**src/rtl/uart_mmio_fifo.sv**
```systemverilog
// uart_mmio_fifo: LC3 memory-mapped UART with TX/RX FIFOs, programmable bit period,
// runtime parity and sticky overrun/framing/parity flags.
module uart_mmio_fifo #(
    parameter int CLK_DIV   = 434,
    parameter int DATA_BITS = 8,
    parameter int TX_DEPTH  = 4,
    parameter int RX_DEPTH  = 4
) (
    input  logic        clk,
    input  logic        rst_n,
    input  logic [15:0] MDR,
    input  logic        LD_UARTDR,
    input  logic        LD_UARTSR,
    input  logic        RD_UARTDR,
    input  logic        rxd,
    output logic        txd,
    output logic [15:0] UARTDR,
    output logic [15:0] UARTSR,
    output logic        WR
);
    localparam int TAW = $clog2(TX_DEPTH);
    localparam int RAW = $clog2(RX_DEPTH);
    localparam int CW  = $clog2(CLK_DIV);
    localparam int BW  = $clog2(DATA_BITS);

    typedef enum logic [2:0] {T_IDLE, T_START, T_DATA, T_PAR, T_STOP} tx_state_t;
    typedef enum logic [2:0] {R_IDLE, R_START, R_DATA, R_PAR, R_STOP} rx_state_t;

    logic [DATA_BITS-1:0] tx_mem [TX_DEPTH];
    logic [DATA_BITS-1:0] rx_mem [RX_DEPTH];
    logic [TAW:0] tx_wp, tx_rp;
    logic [RAW:0] rx_wp, rx_rp;
    logic tx_full, tx_empty, rx_full, rx_empty, tx_push, tx_pop, rx_push, rx_pop, sr_wr;
    logic par_en, par_odd, ov, fe, pe;
    tx_state_t ts, ts_n;
    logic [CW-1:0] tcnt;
    logic [BW-1:0] tbit;
    logic [DATA_BITS-1:0] tsh, tx_head;
    logic tpe, tpar, t_tick;
    rx_state_t rs, rs_n;
    logic [CW-1:0] rcnt;
    logic [BW-1:0] rbit;
    logic [DATA_BITS-1:0] rsh;
    logic s1, s2, s3, rpe, rodd, rbad, r_tick, r_half, r_done, good;
    logic unused_mdr;

    assign unused_mdr = ^{MDR[15:14], MDR[10:DATA_BITS]};
    assign tx_full  = (tx_wp ^ tx_rp) == {1'b1, {TAW{1'b0}}};
    assign tx_empty = tx_wp == tx_rp;
    assign rx_full  = (rx_wp ^ rx_rp) == {1'b1, {RAW{1'b0}}};
    assign rx_empty = rx_wp == rx_rp;
    assign sr_wr    = LD_UARTSR && !LD_UARTDR;
    assign tx_push  = LD_UARTDR && !tx_full;
    assign tx_head  = tx_mem[tx_rp[TAW-1:0]];
    assign t_tick   = tcnt == CW'(CLK_DIV - 1);

    always_comb begin
        ts_n = ts;
        tx_pop = 1'b0;
        case (ts)
            T_IDLE:  if (!tx_empty) begin ts_n = T_START; tx_pop = 1'b1; end
            T_START: if (t_tick) ts_n = T_DATA;
            T_DATA:  if (t_tick && tbit == BW'(DATA_BITS - 1)) ts_n = tpe ? T_PAR : T_STOP;
            T_PAR:   if (t_tick) ts_n = T_STOP;
            // chain straight into the next start bit so back-to-back frames have no gap
            T_STOP:  if (t_tick) begin ts_n = tx_empty ? T_IDLE : T_START; tx_pop = !tx_empty; end
            default: ts_n = T_IDLE;
        endcase
    end

    assign txd = ts == T_START ? 1'b0 : ts == T_DATA ? tsh[0] : ts == T_PAR ? tpar : 1'b1;

    assign r_tick = rcnt == CW'(CLK_DIV - 1);
    assign r_half = rcnt == CW'(CLK_DIV / 2 - 1);

    always_comb begin
        rs_n = rs;
        case (rs)
            R_IDLE:  if (s3 && !s2) rs_n = R_START;
            R_START: if (r_half) rs_n = s2 ? R_IDLE : R_DATA;
            R_DATA:  if (r_tick && rbit == BW'(DATA_BITS - 1)) rs_n = rpe ? R_PAR : R_STOP;
            R_PAR:   if (r_tick) rs_n = R_STOP;
            R_STOP:  if (r_tick) rs_n = R_IDLE;
            default: rs_n = R_IDLE;
        endcase
    end

    assign r_done  = rs == R_STOP && r_tick;
    assign good    = r_done && s2 && !rbad;
    assign rx_pop  = RD_UARTDR && !rx_empty;
    assign rx_push = good && (!rx_full || rx_pop);

    always_ff @(posedge clk) begin
        if (tx_push) tx_mem[tx_wp[TAW-1:0]] <= MDR[DATA_BITS-1:0];
        if (rx_push) rx_mem[rx_wp[RAW-1:0]] <= rsh;
    end

    always_ff @(posedge clk or negedge rst_n) begin
        if (!rst_n) begin
            tx_wp <= '0; tx_rp <= '0; rx_wp <= '0; rx_rp <= '0;
            par_en <= 1'b0; par_odd <= 1'b0; ov <= 1'b0; fe <= 1'b0; pe <= 1'b0; WR <= 1'b0;
            ts <= T_IDLE; tcnt <= '0; tbit <= '0; tsh <= '0; tpe <= 1'b0; tpar <= 1'b0;
            rs <= R_IDLE; rcnt <= '0; rbit <= '0; rsh <= '0; rpe <= 1'b0; rodd <= 1'b0; rbad <= 1'b0;
            s1 <= 1'b1; s2 <= 1'b1; s3 <= 1'b1;
        end else begin
            if (tx_push) tx_wp <= tx_wp + 1'b1;
            if (tx_pop) tx_rp <= tx_rp + 1'b1;
            if (rx_push) rx_wp <= rx_wp + 1'b1;
            if (rx_pop) rx_rp <= rx_rp + 1'b1;
            WR <= LD_UARTDR ? tx_push : LD_UARTSR;
            if (sr_wr) {par_en, par_odd} <= MDR[1:0];
            // a flag raised in the same cycle as its clear stays set
            ov <= (good && rx_full && !rx_pop) || (ov && !(sr_wr && MDR[13]));
            fe <= (r_done && !s2) || (fe && !(sr_wr && MDR[12]));
            pe <= (r_done && s2 && rbad) || (pe && !(sr_wr && MDR[11]));
            ts <= ts_n;
            tcnt <= (t_tick || ts == T_IDLE) ? '0 : tcnt + 1'b1;
            tbit <= ts != T_DATA ? '0 : t_tick ? tbit + 1'b1 : tbit;
            if (tx_pop) begin
                tsh <= tx_head; tpe <= par_en; tpar <= ^tx_head ^ par_odd;
            end else if (ts == T_DATA && t_tick) tsh <= tsh >> 1;
            s1 <= rxd; s2 <= s1; s3 <= s2;
            rs <= rs_n;
            rcnt <= (rs == R_IDLE || rs_n != rs || r_tick) ? '0 : rcnt + 1'b1;
            rbit <= rs != R_DATA ? '0 : r_tick ? rbit + 1'b1 : rbit;
            if (rs == R_IDLE && rs_n == R_START) begin
                rpe <= par_en; rodd <= par_odd; rbad <= 1'b0;
            end
            if (rs == R_DATA && r_tick) rsh <= {s2, rsh[DATA_BITS-1:1]};
            if (rs == R_PAR && r_tick) rbad <= s2 != (^rsh ^ rodd);
        end
    end

    assign UARTDR = rx_empty ? '0 : 16'(rx_mem[rx_rp[RAW-1:0]]);
    assign UARTSR = {!tx_full, !rx_empty, ov, fe, pe, 9'b0, par_en, par_odd};
endmodule

```
**config.mk**
```make
export PLATFORM = sky130hd
export DESIGN_NAME = uart_mmio_fifo
export DESIGN_NICKNAME = d
export VERILOG_FILES = /design/src/rtl/uart_mmio_fifo.sv
export SDC_FILE = /design/constraint.sdc
export NUM_CORES = 1
export LEC_CHECK = 0
export CELL_PAD_IN_SITES_DETAIL_PLACEMENT = 0
export CELL_PAD_IN_SITES_GLOBAL_PLACEMENT = 2
export CORE_UTILIZATION = 43
export CTS_CLUSTER_SIZE = 10
export DETAILED_ROUTE_END_ITERATION = 10
export PLACE_DENSITY = 0.81
export RECOVER_POWER = 50
export SYNTH_ARGS = -nofsm -noshare
export SYNTH_HDL_FRONTEND = slang
export SYNTH_SLANG_ARGS = --single-unit
export TNS_END_PERCENT = 1
```
**constraint.sdc**
```tcl
create_clock -name clk -period 3.61 [get_ports clk]
set_input_delay 0.722 -clock clk [delete_from_list [all_inputs] [get_ports clk]]
set_output_delay 0.722 -clock clk [all_outputs]
set_load 0.005 [all_outputs]
```
; ---- Word level (Yosys, flattened, before mapping)
; Memories as Yosys holds them, arrays and structs flattened.
; Cells that the tools add are included.
; W data, S select, Z words.
[classes]
shift = 0
div_mod_pow = 0
bitwise_logic = 4
reduce_logical = 51
mux = 38
order_cmp = 0
eq_ne = 27
mul = 0
add_sub_neg = 8
[ops]
columns = operator, n
row1 = $mux W3, 16
row2 = $pmux W3 S5, 2
row3 = $logic_and A1 B1 Y1, 24
row4 = $mux W8, 3
row5 = $add A3 B1 Y3 const B, 6
row6 = $add A9 B1 Y9 const B, 2
row7 = $eq A3 B3 Y1 const B, 6
row8 = $eq A9 B9 Y1 const B, 2
row9 = $mux W9, 2
row10 = $reduce_xor A8 Y1, 2
row11 = $mux W1, 13
row12 = $eq A3 B2 Y1 const B, 4
row13 = $logic_not A1 Y1, 11
row14 = $ne A2 B2 Y1 const B, 5
row15 = $eq A3 B1 Y1 const B, 3
row16 = $eq A9 B8 Y1 const B, 1
row17 = $reduce_bool A2 Y1, 4
row18 = $logic_or A1 B1 Y1, 7
row19 = $eq A3 B3 Y1, 2
row20 = $logic_not A3 Y1, 2
row21 = $ne A3 B2 Y1 const B, 2
row22 = $xor A3 B3 Y3, 2
row23 = $reduce_and A5 Y1, 1
row24 = $ne A3 B3 Y1, 1
row25 = other kinds (4), 5
[word_totals]
latchBits = 0
memories = 2
reg_bits = 72
rom_bits = 0
output_inout_bits = 34
inputBits = 22
ramBits = 64
[mem_list]
columns = memory, depth, word_bits, rd, rd_ports_with_merged_regs, wr, line
row1 = rx_mem, 4, 8, 1, 0, 1, 30  ; logic [DATA_BITS-1:0] rx_mem [RX_DEPTH];
row2 = tx_mem, 4, 8, 1, 0, 1, 29  ; logic [DATA_BITS-1:0] tx_mem [TX_DEPTH];

; ---- Longest topological paths before layout
[logic_depth]
depth_word = 8
depth_mapped = 8
mapped_depth_nobuf = 7

; ---- Least setup slack after synthesis
; Ideal clock, no wire load.
[synth_timing]
path_kind = register to register
startpoint = reg rs[0]
endpoint = mem rx_mem[0][0] (enable)
path_stages_with_launch = 5
setup_slack_ps = 1358
t_arrival_ps = 1920
t_required_ps = 3278
cell_sequence = dfrtp_1 -> or3b_1 -> or4_4 -> nor3_2 -> and2_1
[synth_via]
elab_chain_cells = 7
[synth_lines]
columns = element, line
row1 = "start, declared", 40  ; rx_state_t rs, rs_n;
row2 = "start signal, assigned", 123  ; rs <= rs_n;
row3 = $eq A3 B3 Y1, 88  ; assign r_done = rs == R_STOP && r_tick;
row4 = $logic_and A1 B1 Y1, 88
row5 = $logic_and A1 B1 Y1 (2 in a row), 89  ; assign good = r_done && s2 && !rbad;
row6 = $logic_and A1 B1 Y1, 91  ; assign rx_push = good && (!rx_full || rx_pop);
row7 = $mux W1, 95  ; if (rx_push) rx_mem[rx_wp[RAW-1:0]] <= rsh;
row8 = $mux W1 (not written as such), 95
row9 = "end, declared", 30
; Every way passes these cells.

; ---- Worst setup path in the final report
[layout_timing]
startpoint = reg rx_rp[0]
endpoint = out UARTDR[1]
[layout_via]
elab_chain_cells = 2
elab_cells_between_ends = 3
cone_classes = eq/ne (1) / mux (1) / memory (1)
[layout_lines]
columns = element, line
row1 = "start, declared", 32  ; logic [RAW:0] rx_wp, rx_rp;
row2 = "start signal, assigned", 109  ; if (rx_pop) rx_rp <= rx_rp + 1'b1;
row3 = $mem_v2 Z4 W8 or $eq A3 B3 Y1 (tied branches), -
row4 = $mux W8 (*), 134  ; assign UARTDR = rx_empty ? '0 : 16'(rx_mem[rx_rp[RAW-1:0]]);
row5 = "end, declared", 17  ; output logic [15:0] UARTDR,
; Every way passes the cells marked *; elsewhere a longest branch is shown, timed or not.

==> impl_metrics.py <==
metrics = {
    "critical_path": {
        "critPathTopFamily": "flip-flops",
        "startpoint_type": "register",
        "r2r_end": "rx_mem[0][6]$_DFFE_PP_",
        "end_kind": "output port",
        "cpMaxStageDelayCell": "dfrtp_1",
        "r2r_slack_ns": 1.05,
        "path_buf_inv": 1,
        "reg2reg_depth": 4,
        "criticalPathCategory": "reg2out",
        "path_cells": "mux4_2, and2_1, clkdlybuf4s50_1",
        "max_stage_delay_ns": 0.75,
        "cp_max_fo": 11,
        "worstReg2RegStart": "rs[0]$_DFF_PN0_",
        "arrival_ns": 2.38,
        "required_ns": 2.89,
    },
    "synthesis": {
        "ys_ff_latch": 136,
        "synth-compound-area-share_pct": 3.883,
        "synth.avg_cell_area_sq_um": 13.32,
        "synth_warnings": 0,
        "synth_edf_count": 64,
        "synthCells": 467,
        "yosysSeqAreaShare_pct": 59.93,
        "yosys.area_share.simple_pct": 11.35,
        "async_flop_share_pct": 52.94,
        "synthMuxAreaShare_pct": 9.354,
        "netlist_area_sq_um": 6220,
        "synth_top_family_by_area": "simple AND/OR/NAND/NOR gates",
        "ys.flop_type": "dfrtp_1",
        "synthXorXnorAreaFrac_pct": 6.960,
        "synth_fa_ha_area_share_pct": 3.822,
        "synthDistinctLibCells": 58,
    },
    "run": {
        "maxCapViolCount": 1,
    },
    "sta": {
        "worstMarginPinSlew_ns": 1.807,
        "drv_slew": 73,
        "rsz0062_at_grt": "false",
        "finalSetupTns_ns": 0,
        "slew_headroom_pct": -20.45,
        "fin_crit_sh_pct": 85.80,
        "fmax_mhz": 322.8,
        "period_needed_ns": 3.098,
        "finalSetupViolations": 0,
        "hold_violations": 0,
        "skew_ns": 0.005178,
    },
    "cells_and_area": {
        "area_growth_pct": 15.89,
        "drive_gt1_share_pct": 14.79,
        "seqCellArea_sq_um": 3727,
        "multi_input_area_sq_um": 2263,
        "fill_cells": 1214,
        "final_nets": 542,
        "fin_util_pct": 51.53,
        "diodes": 0,
    },
    "clock_network": {
        "clk_pin_slew_worst_paths_ns": 0.06,
        "clockBufferDepth": 2,
        "numCtsBuffers": 17,
        "cts_tree": "yes",
        "clkLatencyLatePin_ns": 0.41,
        "htreeDepth": 4,
        "root_buffer": "clkbuf_16",
        "cts_resized": 0,
        "post_cts_buffers": 0,
        "clock_sinks": 136,
        "cts-hold-fix-buffers": 0,
    },
    "placed_design": {
        "numPortBuffers": 33,
        "place_congestion": 0.7821,
        "hpwl_um": 6981,
    },
    "route": {
        "drtIter0Drc": 161,
        "vias": 3455,
        "via_per_inst": 4.978,
        "finalWirelength_um": 10460,
        "wire_per_inst_um": 15.06,
        "drc": 0,
        "drt_pass1_iterations": 4,
        "ant_nets": 0,
    },
    "die": {
        "coreArea_sq_um": 13990,
        "fp-row-count": 43,
        "start_util_pct": 44.46,
        "die_area_sq_um": 14950,
        "io_pins": 56,
        "die_y_um": 122.3,
        "die_x_um": 122.3,
    },
    "global_route": {
        "antenna_found_initial": 0,
        "grt-ovfl-total": 0,
        "grt_max_degree": 73,
        "grtUsageTotal_pct": 15.99,
        "grt_pass1_wl_um": 18000,
        "grt_pass1_vias": 3596,
    },
    "power": {
        "p_leak_nw": 3.014,
        "combPwrFrac_pct": 12.9,
        "power_frac_seq_pct": 46.0,
        "p_clk_share_pct": 41.1,
        "p_sw_share_pct": 25.38,
        "power.switching_mw": 1.050,
        "power_density_nw_per_um2": 573.9,
        "p_int_mw": 3.087,
        "ir_drop_mv": 0.4625,
    },
    "min_path": {
        "holdPathEnd": "s2$_DFF_PN1_",
        "hp-class": "reg2reg",
        "hp-start": "s1$_DFF_PN1_",
        "whs_path_depth": 0,
    },
    "run_status": {
        "outcome": "finished, violations left",
        "violations": "max-capacitance violations, max-slew violations",
    },
}
==> state kept, by name (all words and copies together), names as in the netlist, 8 cells and up <==
signal  count
tx_mem     32
rsh         8
rx_mem     32
rcnt        9
tcnt        9
tsh         8
==> logic make-up after synthesis <==
group / count (synthesis)
DFF: 136
and+or+nand+nor: 134
buffers and inverters: 54
xor gates and xnor gates: 47
AOI/OAI and AO/OA: 40
muxes: 36
adders and majority gates: 19
other: 1
==> placed cells by master, fill, tap and decap left out, types with 2 or more instances in the layout <==
cell / Yosys / final
clkdlybuf4s50_1: 0 / 23
or3_1: 3 / 3
a21oi_1: 14 / 14
nor4_1: 2 / 2
xor2_1: 13 / 13
nand2_1: 29 / 29
dlygate4sd3_1: 0 / 9
ha_1: 19 / 19
dfrtp_1: 69 / 69
dfstp_2: 3 / 2
clkinv_2: 0 / 2
or2_2: 3 / 3
nor2b_1: 2 / 2
and2_1: 13 / 13
inv_6: 0 / 3
and3_1: 6 / 6
nand2b_1: 2 / 2
mux4_2: 16 / 16
nand4bb_1: 2 / 2
nand3_1: 13 / 13
clkinv_4: 0 / 3
edfxtp_1: 64 / 64
bufinv_16: 0 / 2
clkbuf_16: 0 / 17
xnor2_1: 32 / 32
conb_1: 1 / 17
nor3_1: 9 / 9
inv_1: 19 / 19
o21ai_0: 14 / 14
nand3b_1: 2 / 2
a211oi_1: 2 / 2
nor2_1: 34 / 34
mux2i_1: 6 / 6
mux2_2: 13 / 13
clkinvlp_4: 0 / 3
==> cell usage after synthesis (3+ instances only) <==
cell,n,share of area (%)
clkbuf_1,10,0.60
dfrtp_1,69,28
or3_1,3,0.30
nand3_1,13,1.0
ha_1,19,3.8
xor2_1,13,1.8
or2_2,3,0.30
inv_1,19,1.1
o21ai_0,14,1.1
a21oi_1,14,1.1
nor3_1,9,0.72
xnor2_1,32,4.5
nand2_1,29,1.8
mux2_2,13,2.4
nor2_1,34,2.1
buf_4,22,2.7
and2_1,13,1.3
mux4_2,16,5.8
mux2i_1,6,0.97
dfstp_2,3,1.3
and3_1,6,0.60
edfxtp_1,64,31
==> how the worst max path moves through the flow <==
stage / start / endpoint / slack, ns / depth (start not counted)
2_1_floorplan: rs[0]$_DFF_PN0_ / rx_mem[0][0]$_DFFE_PP_ / 1.36 / 4
3_3_place_gp: rx_rp[0]$_DFFE_PN0P_ / UARTDR[4] / 0.92 / 3
3_5_place_dp: rx_rp[0]$_DFFE_PN0P_ / UARTDR[7] / 0.92 / 5
4_1_cts: rx_rp[0]$_DFFE_PN0P_ / UARTDR[1] / 0.44 / 5
5_1_grt: rx_rp[0]$_DFFE_PN0P_ / UARTDR[1] / 0.32 / 5
6_report: rx_rp[0]$_DFFE_PN0P_ / UARTDR[1] / 0.51 / 3
==> per-stage QoR <==
step	setup WS, ns	hold slack, ns	instance area, sq um	std cells	power [mW]
finish	0.5125	0.3595	7208	694	4.136
global placement	0.9158	0.3465	6623	662	2.462
global route	0.3164	0.3693	7208	694	4.339
floorplan	1.358	0.3452	6280	483	2.318
CTS	0.4437	0.3560	7211	694	4.202
detailed placement	0.9172	0.3473	6623	662	2.481
==> power groups by stage <==
stage          logic, mW  registers (mW)  clock network (mW)
6_report           0.535            1.90                1.70
5_1_grt            0.601            1.93                1.81
4_1_cts            0.551            1.91                1.74
3_5_place_dp       0.544            1.94                   0
3_3_place_gp       0.533            1.93                   0
2_1_floorplan      0.457            1.86                   0
==> layout make-up <==
type | count | area share [%]
sequential | 136 | 51.71
multi-input combinational | 293 | 31.40
clock buffer | 18 | 6.093
timing repair buffer | 34 | 4.617
tap | 180 | 3.124
clock inverter | 14 | 2.066
inverter | 19 | 0.9894
==> layer usage <==
metal	global-route usage, %	vias up	share of wire, %
met5	0	-	0
met4	6.174	0	1.3
met3	4.461	11	3.1
met2	24.89	55	48
met1	21.24	1702	48
li1	-	1687	-
Note: power is estimated with default switching activity, not from simulation.
